<file path="src/rtl/usb_host_pkg.sv">
// Shared types for the USB host transaction scheduler: FSM encoding,
// default descriptor field widths and the latched transfer descriptor.
package usb_host_pkg;

    localparam int USB_ADDR_W = 7;
    localparam int USB_ENDP_W = 4;

    typedef enum logic [2:0] {
        S_IDLE     = 3'd0,
        S_LAUNCH   = 3'd1,
        S_WAIT     = 3'd2,
        S_GAP      = 3'd3,
        S_COMPLETE = 3'd4
    } sched_state_e;

    typedef struct packed {
        logic                  rw;
        logic [USB_ADDR_W-1:0] addr;
        logic [USB_ENDP_W-1:0] endp;
    } txn_desc_t;

endpackage

</file>
<file path="src/rtl/usb_txn_scheduler_if.sv">
// Requester-side and engine-side signals of the scheduler; master is the
// scheduler's view, slave is the requesters/engine view.
interface usb_txn_scheduler_if #(
    parameter int N_REQ  = 4,
    parameter int ADDR_W = 7,
    parameter int ENDP_W = 4
);
    logic [N_REQ-1:0]        req;
    logic [N_REQ-1:0]        req_rw;
    logic [N_REQ*ADDR_W-1:0] req_addr;
    logic [N_REQ*ENDP_W-1:0] req_endp;
    logic [N_REQ-1:0]        gnt;
    logic [N_REQ-1:0]        done;
    logic                    ok;
    logic                    eng_start;
    logic                    eng_rw;
    logic [ADDR_W-1:0]       eng_addr;
    logic [ENDP_W-1:0]       eng_endp;
    logic                    eng_abort;
    logic                    eng_done;
    logic                    eng_success;
    logic                    busy;
    logic                    timeout_err;

    modport master (
        input  req, req_rw, req_addr, req_endp, eng_done, eng_success,
        output gnt, done, ok, eng_start, eng_rw, eng_addr, eng_endp,
               eng_abort, busy, timeout_err
    );

    modport slave (
        output req, req_rw, req_addr, req_endp, eng_done, eng_success,
        input  gnt, done, ok, eng_start, eng_rw, eng_addr, eng_endp,
               eng_abort, busy, timeout_err
    );
endinterface

</file>
<file path="src/rtl/usb_txn_scheduler_rr_arbiter.sv">
// Combinational round-robin pick: first set request at or above ptr,
// wrapping modulo N_REQ.
module rr_arbiter #(
    parameter  int N_REQ = 4,
    localparam int IW    = $clog2(N_REQ)
) (
    input  logic [N_REQ-1:0] req,
    input  logic [IW-1:0]    ptr,
    output logic [N_REQ-1:0] gnt,
    output logic [IW-1:0]    idx
);
    int unsigned cand;
    logic [IW-1:0] cand_idx;
    logic found;

    always_comb begin
        gnt      = '0;
        idx      = '0;
        found    = 1'b0;
        cand     = 0;
        cand_idx = '0;
        for (int unsigned i = 0; i < N_REQ; i++) begin
            cand     = (i + 32'(ptr)) % N_REQ;
            cand_idx = IW'(cand);
            if (!found && req[cand_idx]) begin
                found         = 1'b1;
                idx           = cand_idx;
                gnt[cand_idx] = 1'b1;
            end
        end
    end
endmodule

</file>
<file path="src/rtl/usb_txn_scheduler.sv">
// Shares one USB host protocol engine between N_REQ requesters with
// round-robin arbitration, bounded retries with back-off and a watchdog.
module usb_txn_scheduler
    import usb_host_pkg::*;
#(
    parameter int N_REQ     = 4,
    parameter int ADDR_W    = USB_ADDR_W,
    parameter int ENDP_W    = USB_ENDP_W,
    parameter int MAX_RETRY = 3,
    parameter int RETRY_GAP = 16,
    parameter int TIMEOUT   = 4096
) (
    input logic               clk,
    input logic               rst,
    usb_txn_scheduler_if.master bus
);
    localparam int IW = $clog2(N_REQ);
    localparam int TW = $clog2(TIMEOUT);
    localparam int RW = (MAX_RETRY > 0) ? $clog2(MAX_RETRY + 1) : 1;
    localparam int GW = $clog2(RETRY_GAP + 1);
    localparam logic [TW-1:0] TIMER_LAST = TW'(TIMEOUT - 1);

    sched_state_e     state_q, state_d;
    logic [IW-1:0]    ptr_q, ptr_d;
    logic [IW-1:0]    idx_q, idx_d;
    txn_desc_t        desc_q, desc_d;
    logic [RW-1:0]    retry_q, retry_d;
    logic [TW-1:0]    timer_q, timer_d;
    logic [GW-1:0]    gap_q, gap_d;
    logic [N_REQ-1:0] gnt_q, gnt_d;
    logic [N_REQ-1:0] done_q, done_d;
    logic             ok_q, ok_d;
    logic             start_q, start_d;

    logic [N_REQ-1:0] arb_gnt;
    logic [IW-1:0]    arb_idx;
    logic [ADDR_W-1:0] addr_a [N_REQ];
    logic [ENDP_W-1:0] endp_a [N_REQ];
    logic             expire;

    rr_arbiter #(.N_REQ(N_REQ)) u_arb (
        .req (bus.req),
        .ptr (ptr_q),
        .gnt (arb_gnt),
        .idx (arb_idx)
    );

    for (genvar g = 0; g < N_REQ; g++) begin : g_slice
        assign addr_a[g] = bus.req_addr[g*ADDR_W +: ADDR_W];
        assign endp_a[g] = bus.req_endp[g*ENDP_W +: ENDP_W];
    end

    // Abort must see eng_done in the expiry cycle itself, so it is decoded, not registered.
    assign expire = (state_q == S_WAIT) && (timer_q == TIMER_LAST) && !bus.eng_done;

    always_comb begin
        state_d = state_q;
        ptr_d   = ptr_q;
        idx_d   = idx_q;
        desc_d  = desc_q;
        retry_d = retry_q;
        timer_d = timer_q;
        gap_d   = gap_q;
        gnt_d   = gnt_q;
        done_d  = '0;
        ok_d    = 1'b0;
        start_d = 1'b0;
        unique case (state_q)
            S_IDLE: begin
                if (|bus.req) begin
                    state_d     = S_LAUNCH;
                    idx_d       = arb_idx;
                    gnt_d       = arb_gnt;
                    desc_d.rw   = bus.req_rw[arb_idx];
                    desc_d.addr = USB_ADDR_W'(addr_a[arb_idx]);
                    desc_d.endp = USB_ENDP_W'(endp_a[arb_idx]);
                    retry_d     = '0;
                    start_d     = 1'b1;
                end
            end
            S_LAUNCH: begin
                timer_d = '0;
                state_d = S_WAIT;
            end
            S_WAIT: begin
                if (bus.eng_done) begin
                    if (bus.eng_success) begin
                        state_d = S_COMPLETE;
                        done_d  = gnt_q;
                        ok_d    = 1'b1;
                    end else if (retry_q < RW'(MAX_RETRY)) begin
                        state_d = S_GAP;
                        retry_d = retry_q + 1'b1;
                        gap_d   = GW'(RETRY_GAP);
                    end else begin
                        state_d = S_COMPLETE;
                        done_d  = gnt_q;
                    end
                end else if (timer_q == TIMER_LAST) begin
                    state_d = S_COMPLETE;
                    done_d  = gnt_q;
                end else begin
                    timer_d = timer_q + 1'b1;
                end
            end
            S_GAP: begin
                gap_d = gap_q - 1'b1;
                if (gap_q == GW'(1)) begin
                    state_d = S_LAUNCH;
                    start_d = 1'b1;
                end
            end
            S_COMPLETE: begin
                ptr_d   = (idx_q == IW'(N_REQ - 1)) ? '0 : idx_q + 1'b1;
                gnt_d   = '0;
                state_d = S_IDLE;
            end
            default: state_d = S_IDLE;
        endcase
    end

    always_ff @(posedge clk or posedge rst) begin
        if (rst) begin
            state_q <= S_IDLE;
            ptr_q   <= '0;
            idx_q   <= '0;
            desc_q  <= '0;
            retry_q <= '0;
            timer_q <= '0;
            gap_q   <= '0;
            gnt_q   <= '0;
            done_q  <= '0;
            ok_q    <= 1'b0;
            start_q <= 1'b0;
        end else begin
            state_q <= state_d;
            ptr_q   <= ptr_d;
            idx_q   <= idx_d;
            desc_q  <= desc_d;
            retry_q <= retry_d;
            timer_q <= timer_d;
            gap_q   <= gap_d;
            gnt_q   <= gnt_d;
            done_q  <= done_d;
            ok_q    <= ok_d;
            start_q <= start_d;
        end
    end

    assign bus.gnt         = gnt_q;
    assign bus.done        = done_q;
    assign bus.ok          = ok_q;
    assign bus.eng_start   = start_q;
    assign bus.eng_rw      = desc_q.rw;
    assign bus.eng_addr    = ADDR_W'(desc_q.addr);
    assign bus.eng_endp    = ENDP_W'(desc_q.endp);
    assign bus.eng_abort   = expire;
    assign bus.timeout_err = expire;
    assign bus.busy        = (state_q != S_IDLE);
endmodule

</file>
<file path="src/flat_wrapper.sv">
// flat-port wrapper written by rule: the top's interface ports become plain ports
module usb_txn_scheduler_flat import usb_host_pkg::*;
#(
    parameter int N_REQ     = 4,
    parameter int ADDR_W    = USB_ADDR_W,
    parameter int ENDP_W    = USB_ENDP_W,
    parameter int MAX_RETRY = 3,
    parameter int RETRY_GAP = 16,
    parameter int TIMEOUT   = 4096
)
  (clk, rst, bus_req, bus_req_rw, bus_req_addr, bus_req_endp, bus_eng_done, bus_eng_success, bus_gnt, bus_done, bus_ok, bus_eng_start, bus_eng_rw, bus_eng_addr, bus_eng_endp, bus_eng_abort, bus_busy, bus_timeout_err);
  usb_txn_scheduler_if #(.N_REQ(N_REQ), .ADDR_W(ADDR_W), .ENDP_W(ENDP_W)) bus_i ();
  input logic clk;
  input logic rst;
  input wire logic [$bits(bus_i.req)-1:0] bus_req;
  input wire logic [$bits(bus_i.req_rw)-1:0] bus_req_rw;
  input wire logic [$bits(bus_i.req_addr)-1:0] bus_req_addr;
  input wire logic [$bits(bus_i.req_endp)-1:0] bus_req_endp;
  input wire logic [$bits(bus_i.eng_done)-1:0] bus_eng_done;
  input wire logic [$bits(bus_i.eng_success)-1:0] bus_eng_success;
  output wire logic [$bits(bus_i.gnt)-1:0] bus_gnt;
  output wire logic [$bits(bus_i.done)-1:0] bus_done;
  output wire logic [$bits(bus_i.ok)-1:0] bus_ok;
  output wire logic [$bits(bus_i.eng_start)-1:0] bus_eng_start;
  output wire logic [$bits(bus_i.eng_rw)-1:0] bus_eng_rw;
  output wire logic [$bits(bus_i.eng_addr)-1:0] bus_eng_addr;
  output wire logic [$bits(bus_i.eng_endp)-1:0] bus_eng_endp;
  output wire logic [$bits(bus_i.eng_abort)-1:0] bus_eng_abort;
  output wire logic [$bits(bus_i.busy)-1:0] bus_busy;
  output wire logic [$bits(bus_i.timeout_err)-1:0] bus_timeout_err;
  assign bus_i.req = bus_req;
  assign bus_i.req_rw = bus_req_rw;
  assign bus_i.req_addr = bus_req_addr;
  assign bus_i.req_endp = bus_req_endp;
  assign bus_i.eng_done = bus_eng_done;
  assign bus_i.eng_success = bus_eng_success;
  assign bus_gnt = bus_i.gnt;
  assign bus_done = bus_i.done;
  assign bus_ok = bus_i.ok;
  assign bus_eng_start = bus_i.eng_start;
  assign bus_eng_rw = bus_i.eng_rw;
  assign bus_eng_addr = bus_i.eng_addr;
  assign bus_eng_endp = bus_i.eng_endp;
  assign bus_eng_abort = bus_i.eng_abort;
  assign bus_busy = bus_i.busy;
  assign bus_timeout_err = bus_i.timeout_err;
  usb_txn_scheduler #(.N_REQ(N_REQ), .ADDR_W(ADDR_W), .ENDP_W(ENDP_W), .MAX_RETRY(MAX_RETRY), .RETRY_GAP(RETRY_GAP), .TIMEOUT(TIMEOUT)) u_core (.clk(clk), .rst(rst), .bus(bus_i));
endmodule
</file>
<file path="config.mk">
export PLATFORM = sky130hd
export DESIGN_NAME = usb_txn_scheduler_flat
export DESIGN_NICKNAME = d
export VERILOG_FILES = /design/src/rtl/usb_host_pkg.sv /design/src/rtl/usb_txn_scheduler_if.sv /design/src/rtl/usb_txn_scheduler_rr_arbiter.sv /design/src/rtl/usb_txn_scheduler.sv /design/src/flat_wrapper.sv
export SDC_FILE = /design/constraint.sdc
export NUM_CORES = 1
export LEC_CHECK = 0
export CORE_AREA = 4 4 85 87
export CTS_BUF_LIST = sky130_fd_sc_hd__clkbuf_8
export DETAILED_ROUTE_END_ITERATION = 16
export DIE_AREA = 0 0 89 91
export GPL_ROUTABILITY_DRIVEN = 0
export GPL_TIMING_DRIVEN = 0
export PLACE_DENSITY_LB_ADDON = 0.12
export SYNTH_ARGS = -nofsm -noshare
export SYNTH_HDL_FRONTEND = slang
export SYNTH_SLANG_ARGS = --single-unit
</file>
<file path="constraint.sdc">
create_clock -name clk -period 3.95 [get_ports clk]
set_clock_uncertainty 0.2 [all_clocks]
set_input_delay 0.9875 -clock clk [delete_from_list [all_inputs] [get_ports clk]]
set_output_delay 0.9875 -clock clk [all_outputs]
set_load 0.005 [all_outputs]
</file>
# Word-level counts from Yosys, hierarchy flattened
# Cells that the tools add are included.
dict set report word_totals {
  ff_bits 48
  input_bits 56
  output_inout_bits 25
  elab_cells 144
}
dict set report classes {
  addsub 7
  magnitude_cmp 11
  eq_ne 15
  mux 68
  bitwise_logic 4
  reduce_logical 26
}
# cell count
set ops {}
lappend ops {{$mux W4} 12}
lappend ops {{$mux W12} 2}
lappend ops {{$pmux W12 S2} 1}
lappend ops {{$mux W2} 9}
lappend ops {{$mux W3} 6}
lappend ops {{$mux W1} 17}
lappend ops {{$lt A2 B3 Y1 const B} 5}
lappend ops {{$mux W5} 3}
lappend ops {{$bmux W7 S2} 1}
lappend ops {{$mux W7} 2}
lappend ops {{$add A12 B1 Y12 const B} 1}
lappend ops {{$eq A12 B12 Y1 const B} 1}
lappend ops {{$or A4 B4 Y4} 3}
lappend ops {{$pmux W3 S4} 1}
lappend ops {{$bmux W1 S2} 5}
lappend ops {{$ne A2 B2 Y1 const B} 5}
lappend ops {{$pmux W5 S2} 1}
lappend ops {{$logic_and A1 B1 Y1} 9}
lappend ops {{$bmux W4 S2} 1}
lappend ops {{$demux W1 S2} 4}
lappend ops {{$ge A2 B1 Y1 const B} 4}
lappend ops {{$pmux W4 S2} 1}
lappend ops {{$reduce_bool A2 Y1} 4}
lappend ops {{$eq A3 B2 Y1 const B} 2}
lappend ops {{23 further kinds} 31}

# Longest topological paths before layout
dict set report depth {
  ltp_word 16
  ltp_mapped 10
  depth_no_buf 8
}

# Modules after synthesis
# Synthesis repeated with hierarchy kept, for this count alone.
dict set report hier_totals {
  hier_cells 323
  hier_area_um2 3146.8
}
# mod n_inst cells_per_inst area_each_um2 seq_area_each_um2
set by_module_without_submodules {}
lappend by_module_without_submodules {usb_txn_scheduler 1 258 2657.5 1201.2}
lappend by_module_without_submodules {rr_arbiter 1 65 489.2 0.0}

# Worst setup path before layout
# No wires, ideal clock.
dict set report synth_path {
  path_type {register to register}
  start {reg u_core.ptr_q[0]}
  end {reg u_core.desc_q, in the netlist u_core.bus.eng_addr[1]}
  setup_time_ns 0.090
  t_arrival_ns 3.091
  required_time_ns 3.660
  setup_slack_ns 0.569
  path_stages_with_launch 11
  n_path_buf 2
  synth_period_minus_slack_ns 3.381
  path_cell_list {dfrtp_1 buf_6 inv_1 ha_1 mux4_1 or3_4 a211oi_4 o22ai_1 or2_4 buf_6 o221ai_1}
}
dict set report synth_via {
  elab_chain_cells 16
  word_cells_on_any_way 28
  cone_classes {add/sub (3); mux (18); bitwise (1); reduce/logical (6)}
}
# element line_no
set synth_rtl {}
lappend synth_rtl {{from (decl)} usb_txn_scheduler.sv:24} ;# logic [IW-1:0] ptr_q, ptr_d;
lappend synth_rtl {{from (signal assigned)} usb_txn_scheduler.sv:137} ;# ptr_q <= ptr_d;
lappend synth_rtl {{parallel branches: the longest is 11 deep, another holds $add A1 B2 Y2} -}
lappend synth_rtl {{$mux W2 (*)} usb_txn_scheduler_rr_arbiter.sv:25} ;# if (!found && req[cand_idx]) begin
lappend synth_rtl {{$not A2 Y3 (implied by the code) (*)} usb_txn_scheduler.sv:75} ;# desc_d.addr = USB_ADDR_W'(addr_a[arb_idx]);
lappend synth_rtl {{$bmux W7 S2 (*)} usb_txn_scheduler.sv:75}
lappend synth_rtl {{$mux W7 (implied by the code) (*) (2 in a row)} usb_txn_scheduler.sv:75}
lappend synth_rtl {{to (signal assigned)} usb_txn_scheduler.sv:139} ;# desc_q <= desc_d;
lappend synth_rtl {{to (decl)} usb_txn_scheduler.sv:26} ;# txn_desc_t desc_q, desc_d;
# Mark *: on every way between the ends. The select of a mux whose other input is x is not followed.
# A chain may end at the register's enable or synchronous reset.

# Worst setup path after layout
dict set report layout_path {
  start {in bus_eng_done}
  end {out bus_timeout_err}
}
dict set report layout_via {
  elab_chain_cells 2
}
# element line_no
set layout_rtl {}
lappend layout_rtl {{from (decl)} flat_wrapper.sv:19} ;# input wire logic [$bits(bus_i.eng_done)-1:0] bus_eng_done;
lappend layout_rtl {{$logic_not A1 Y1} usb_txn_scheduler.sv:54} ;# assign expire = (state_q == S_WAIT) && (timer_q == TIMER_LAST) && !bus.eng_done;
lappend layout_rtl {{$logic_and A1 B1 Y1} usb_txn_scheduler.sv:54}
lappend layout_rtl {{to (decl)} flat_wrapper.sv:30} ;# output wire logic [$bits(bus_i.timeout_err)-1:0] bus_timeout_err;
# No other way between the ends.

==> flow_metrics.tcl <==
set metrics [dict create \
    relSlewSlack_pct 39.0 \
    yosysSeqAreaShare_pct 41.8 \
    syn_area_mm2 0.00288 \
    postSynthCellCount 293 \
    rsz0062_at_grt "false" \
    fmax_mhz 267 \
    htreeDepth 2 \
    r2r_slack_ns 0.26 \
    clk-insertion-delay-late_ns 0.30 \
    drc 0 \
    post_cts_resize_count 0 \
    final.setup.tns_ns 0 \
    muxShareOfSynthArea_pct 13.2 \
    slew_violations 0 \
    nFillCells 559 \
    die_h_um 91 \
    synth_nets 362 \
    end_kind "output pin" \
    hpwl_um 5110 \
    synth_cell_type_count 45 \
    totalWireLength_um 6640 \
    cts_buffers 5 \
    grt_max_degree 33 \
    layout_commonest_cell "clkdlybuf4s50_1" \
    cts_buffer_depth 2 \
    ir_drop_uv 303 \
    clk_pin_slew_ns 0.08 \
    die_w_um 89 \
    drive_gt1_share_pct 7.09 \
    synth_edf_count 0 \
    cts_tree "yes" \
    hp-class "reg2reg" \
    synth-simple-area-share_pct 18.9 \
    fin_crit_sh_pct 94.8 \
    port_buffers 80 \
    status "completed" \
    ys_seq_elements 48 \
    power_leakage_nw 1.64 \
    postRouteAntennaNets 0 \
    placementRows 29 \
    root_buffer "clkbuf_8" \
    areaGrowthSynthToFinish_pct 34.6 \
    worstSetupPathType "in2out" \
    maxCapViolCount 0 \
    worst_pin_slew_ns 0.906 \
    worstPathMaxFanout 5 \
    start_util_pct 45.3 \
    synthArstFlopShare_pct 100 \
    overflow 0 \
    ios 81 \
    cp.required_ns 2.76 \
    finalCriticalPeriod_ns 3.74 \
    core_area_mm2 0.00635 \
    timing.critical_path.to "bus_timeout_err" \
    mostFrequentLayoutCells "80 x clkdlybuf4s50_1, 48 x dfrtp_1, 31 x nand2_1" \
    viasPerCell 5.40 \
    cp-startpoint "bus_eng_done" \
    drt_pre_antenna_iters 4 \
    rr_endpoint "u_core.bus.eng_addr[3]" \
    diodes 0 \
    drt_iter0_drc 112 \
    critPathLaunchType "input port" \
    timing.rr.start "u_core.ptr_q[0]" \
    grt_pass1_vias 2429 \
    hold_violations 0 \
    power_density_mw_per_mm2 636 \
    yosysWarnings 0 \
    postCtsHoldBufs 0 \
    clock-sinks 48 \
    cp.arrival_ns 2.56 \
    synth_xor_area_share_pct 2.44 \
    antenna_found_initial 0 \
    synth_top_family_by_area "simple AND/OR/NAND/NOR gates" \
    yosys.area_share.adder_pct 5.66 \
    r2r_cells 10 \
    finalNetCount 450 \
    post-place-cells 451 \
    post_cts_buffers 0 \
    synth_compound_area_share_pct 13.5 \
    ys_dominant_reg_cell "dfrtp_1" \
    avgSynthCellArea_um2 9.81 \
    dieArea_mm2 0.00810 \
    grt_first_pass_wirelength_um 11400 \
    wl_per_cell_um 14.5 \
    groute.usage.overall_pct 17.3 \
    final_cell_count_no_fill 458 \
    vias 2472 \
    setup_viol 0 \
]
## cell families after synthesis
group | after synthesis
xor+xnor | 8
mux | 33
fa+ha+maj | 13
simple gates | 110
compound gates | 55
buf+inv | 26
flops | 48
## power by group
| group | switching (mW) | total, mW | leakage [nW] | internal (mW) |
|---|---|---|---|---|
| Sequential | 0.119 | 0.771 | 0.627 | 0.651 |
| Combinational | 0.722 | 1.42 | 0.972 | 0.696 |
| Clock | 0.158 | 0.276 | 0.0452 | 0.118 |
## sequential cells by signal (all words and copies together), names as in the netlist
register	count
u_core.bus.done	4
u_core.bus.eng_endp	4
u_core.bus.eng_addr	7
u_core.bus.eng_rw	1
u_core.state_q	3
u_core.gap_q	5
u_core.timer_q	12
u_core.retry_q	2
u_core.ptr_q	2
u_core.bus.gnt	4
u_core.bus.ok	1
u_core.idx_q	2
u_core.bus.eng_start	1
## worst max-delay path: stages
cell             delay [ns]
clkdlybuf4s50_1        0.47
nor4_1                 0.43
buf_4                  0.18
clkdlybuf4s50_1        0.48
## area by class of cell
| type | instances | area (µm²) | share of cell area, % |
|---|---|---|---|
| buffer | 15 | 87.6 | 2.26 |
| clock buffer | 5 | 68.8 | 1.78 |
| clock inverter | 2 | 8.76 | 0.226 |
| inverter | 11 | 41.3 | 1.07 |
| multi-input combinational | 219 | 1550 | 39.9 |
| sequential | 48 | 1200 | 31.0 |
| tap | 77 | 96.3 | 2.49 |
| timing repair buffer | 81 | 821 | 21.2 |
## metal layers
layer	wire length [µm]	global-route usage, %	share of wire (%)	vias to the layer above
met5	0	0	0	-
met3	453	5.34	6.8	7
met1	2920	22.1	44	1176
met4	89	4.09	1.3	0
li1	-	-	-	1229
met2	3170	28.5	48	60
## cells in the mapped netlist (5+ instances only)
| cell type | n | area share [%] |
|---|---|---|
| dfrtp_1 | 48 | 42 |
| nand2_1 | 31 | 4.0 |
| mux2i_1 | 27 | 9.4 |
| nor2_1 | 22 | 2.9 |
| o21ai_0 | 16 | 2.8 |
| ha_1 | 13 | 5.7 |
| nand3_1 | 13 | 2.3 |
| o221ai_1 | 12 | 3.7 |
| inv_1 | 11 | 1.4 |
| nor3_1 | 11 | 1.9 |
| xnor2_1 | 8 | 2.4 |
| clkbuf_1 | 7 | 0.91 |
| nor2b_1 | 7 | 1.5 |
| a21oi_1 | 6 | 1.0 |
| and2_1 | 5 | 1.1 |
## per-stage QoR
step | worst slack [ns] | cell area, µm² | utilization (%) | total power [mW] | hold slack (ns)
after floorplan | 0.569 | 2880 | - | 1.72 | 0.250
after global placement | -0.145 | 3770 | 59.4 | 2.16 | 0.266
after detailed placement | -0.202 | 3790 | 59.7 | 2.19 | 0.268
after CTS | 0.0555 | 3870 | 60.9 | 2.47 | 0.287
after global routing | 0.0150 | 3870 | 61.0 | 2.67 | 0.305
final | 0.206 | 3870 | 61.0 | 2.46 | 0.280
## how the worst min path moves through the flow
stage                          startpoint         endpoint  slack (ns)  cells after the start
after floorplan           u_core.gap_q[1]  u_core.gap_q[1]        0.25                      2
after global placement    u_core.idx_q[1]  u_core.idx_q[1]        0.27                      2
after detailed placement  u_core.idx_q[1]  u_core.idx_q[1]        0.27                      2
after CTS                 u_core.idx_q[1]  u_core.idx_q[1]        0.29                      2
after global routing      u_core.idx_q[1]  u_core.idx_q[1]        0.30                      2
final                     u_core.idx_q[1]  u_core.idx_q[1]        0.28                      2
No activity file was read; power rests on OpenSTA's default activity.
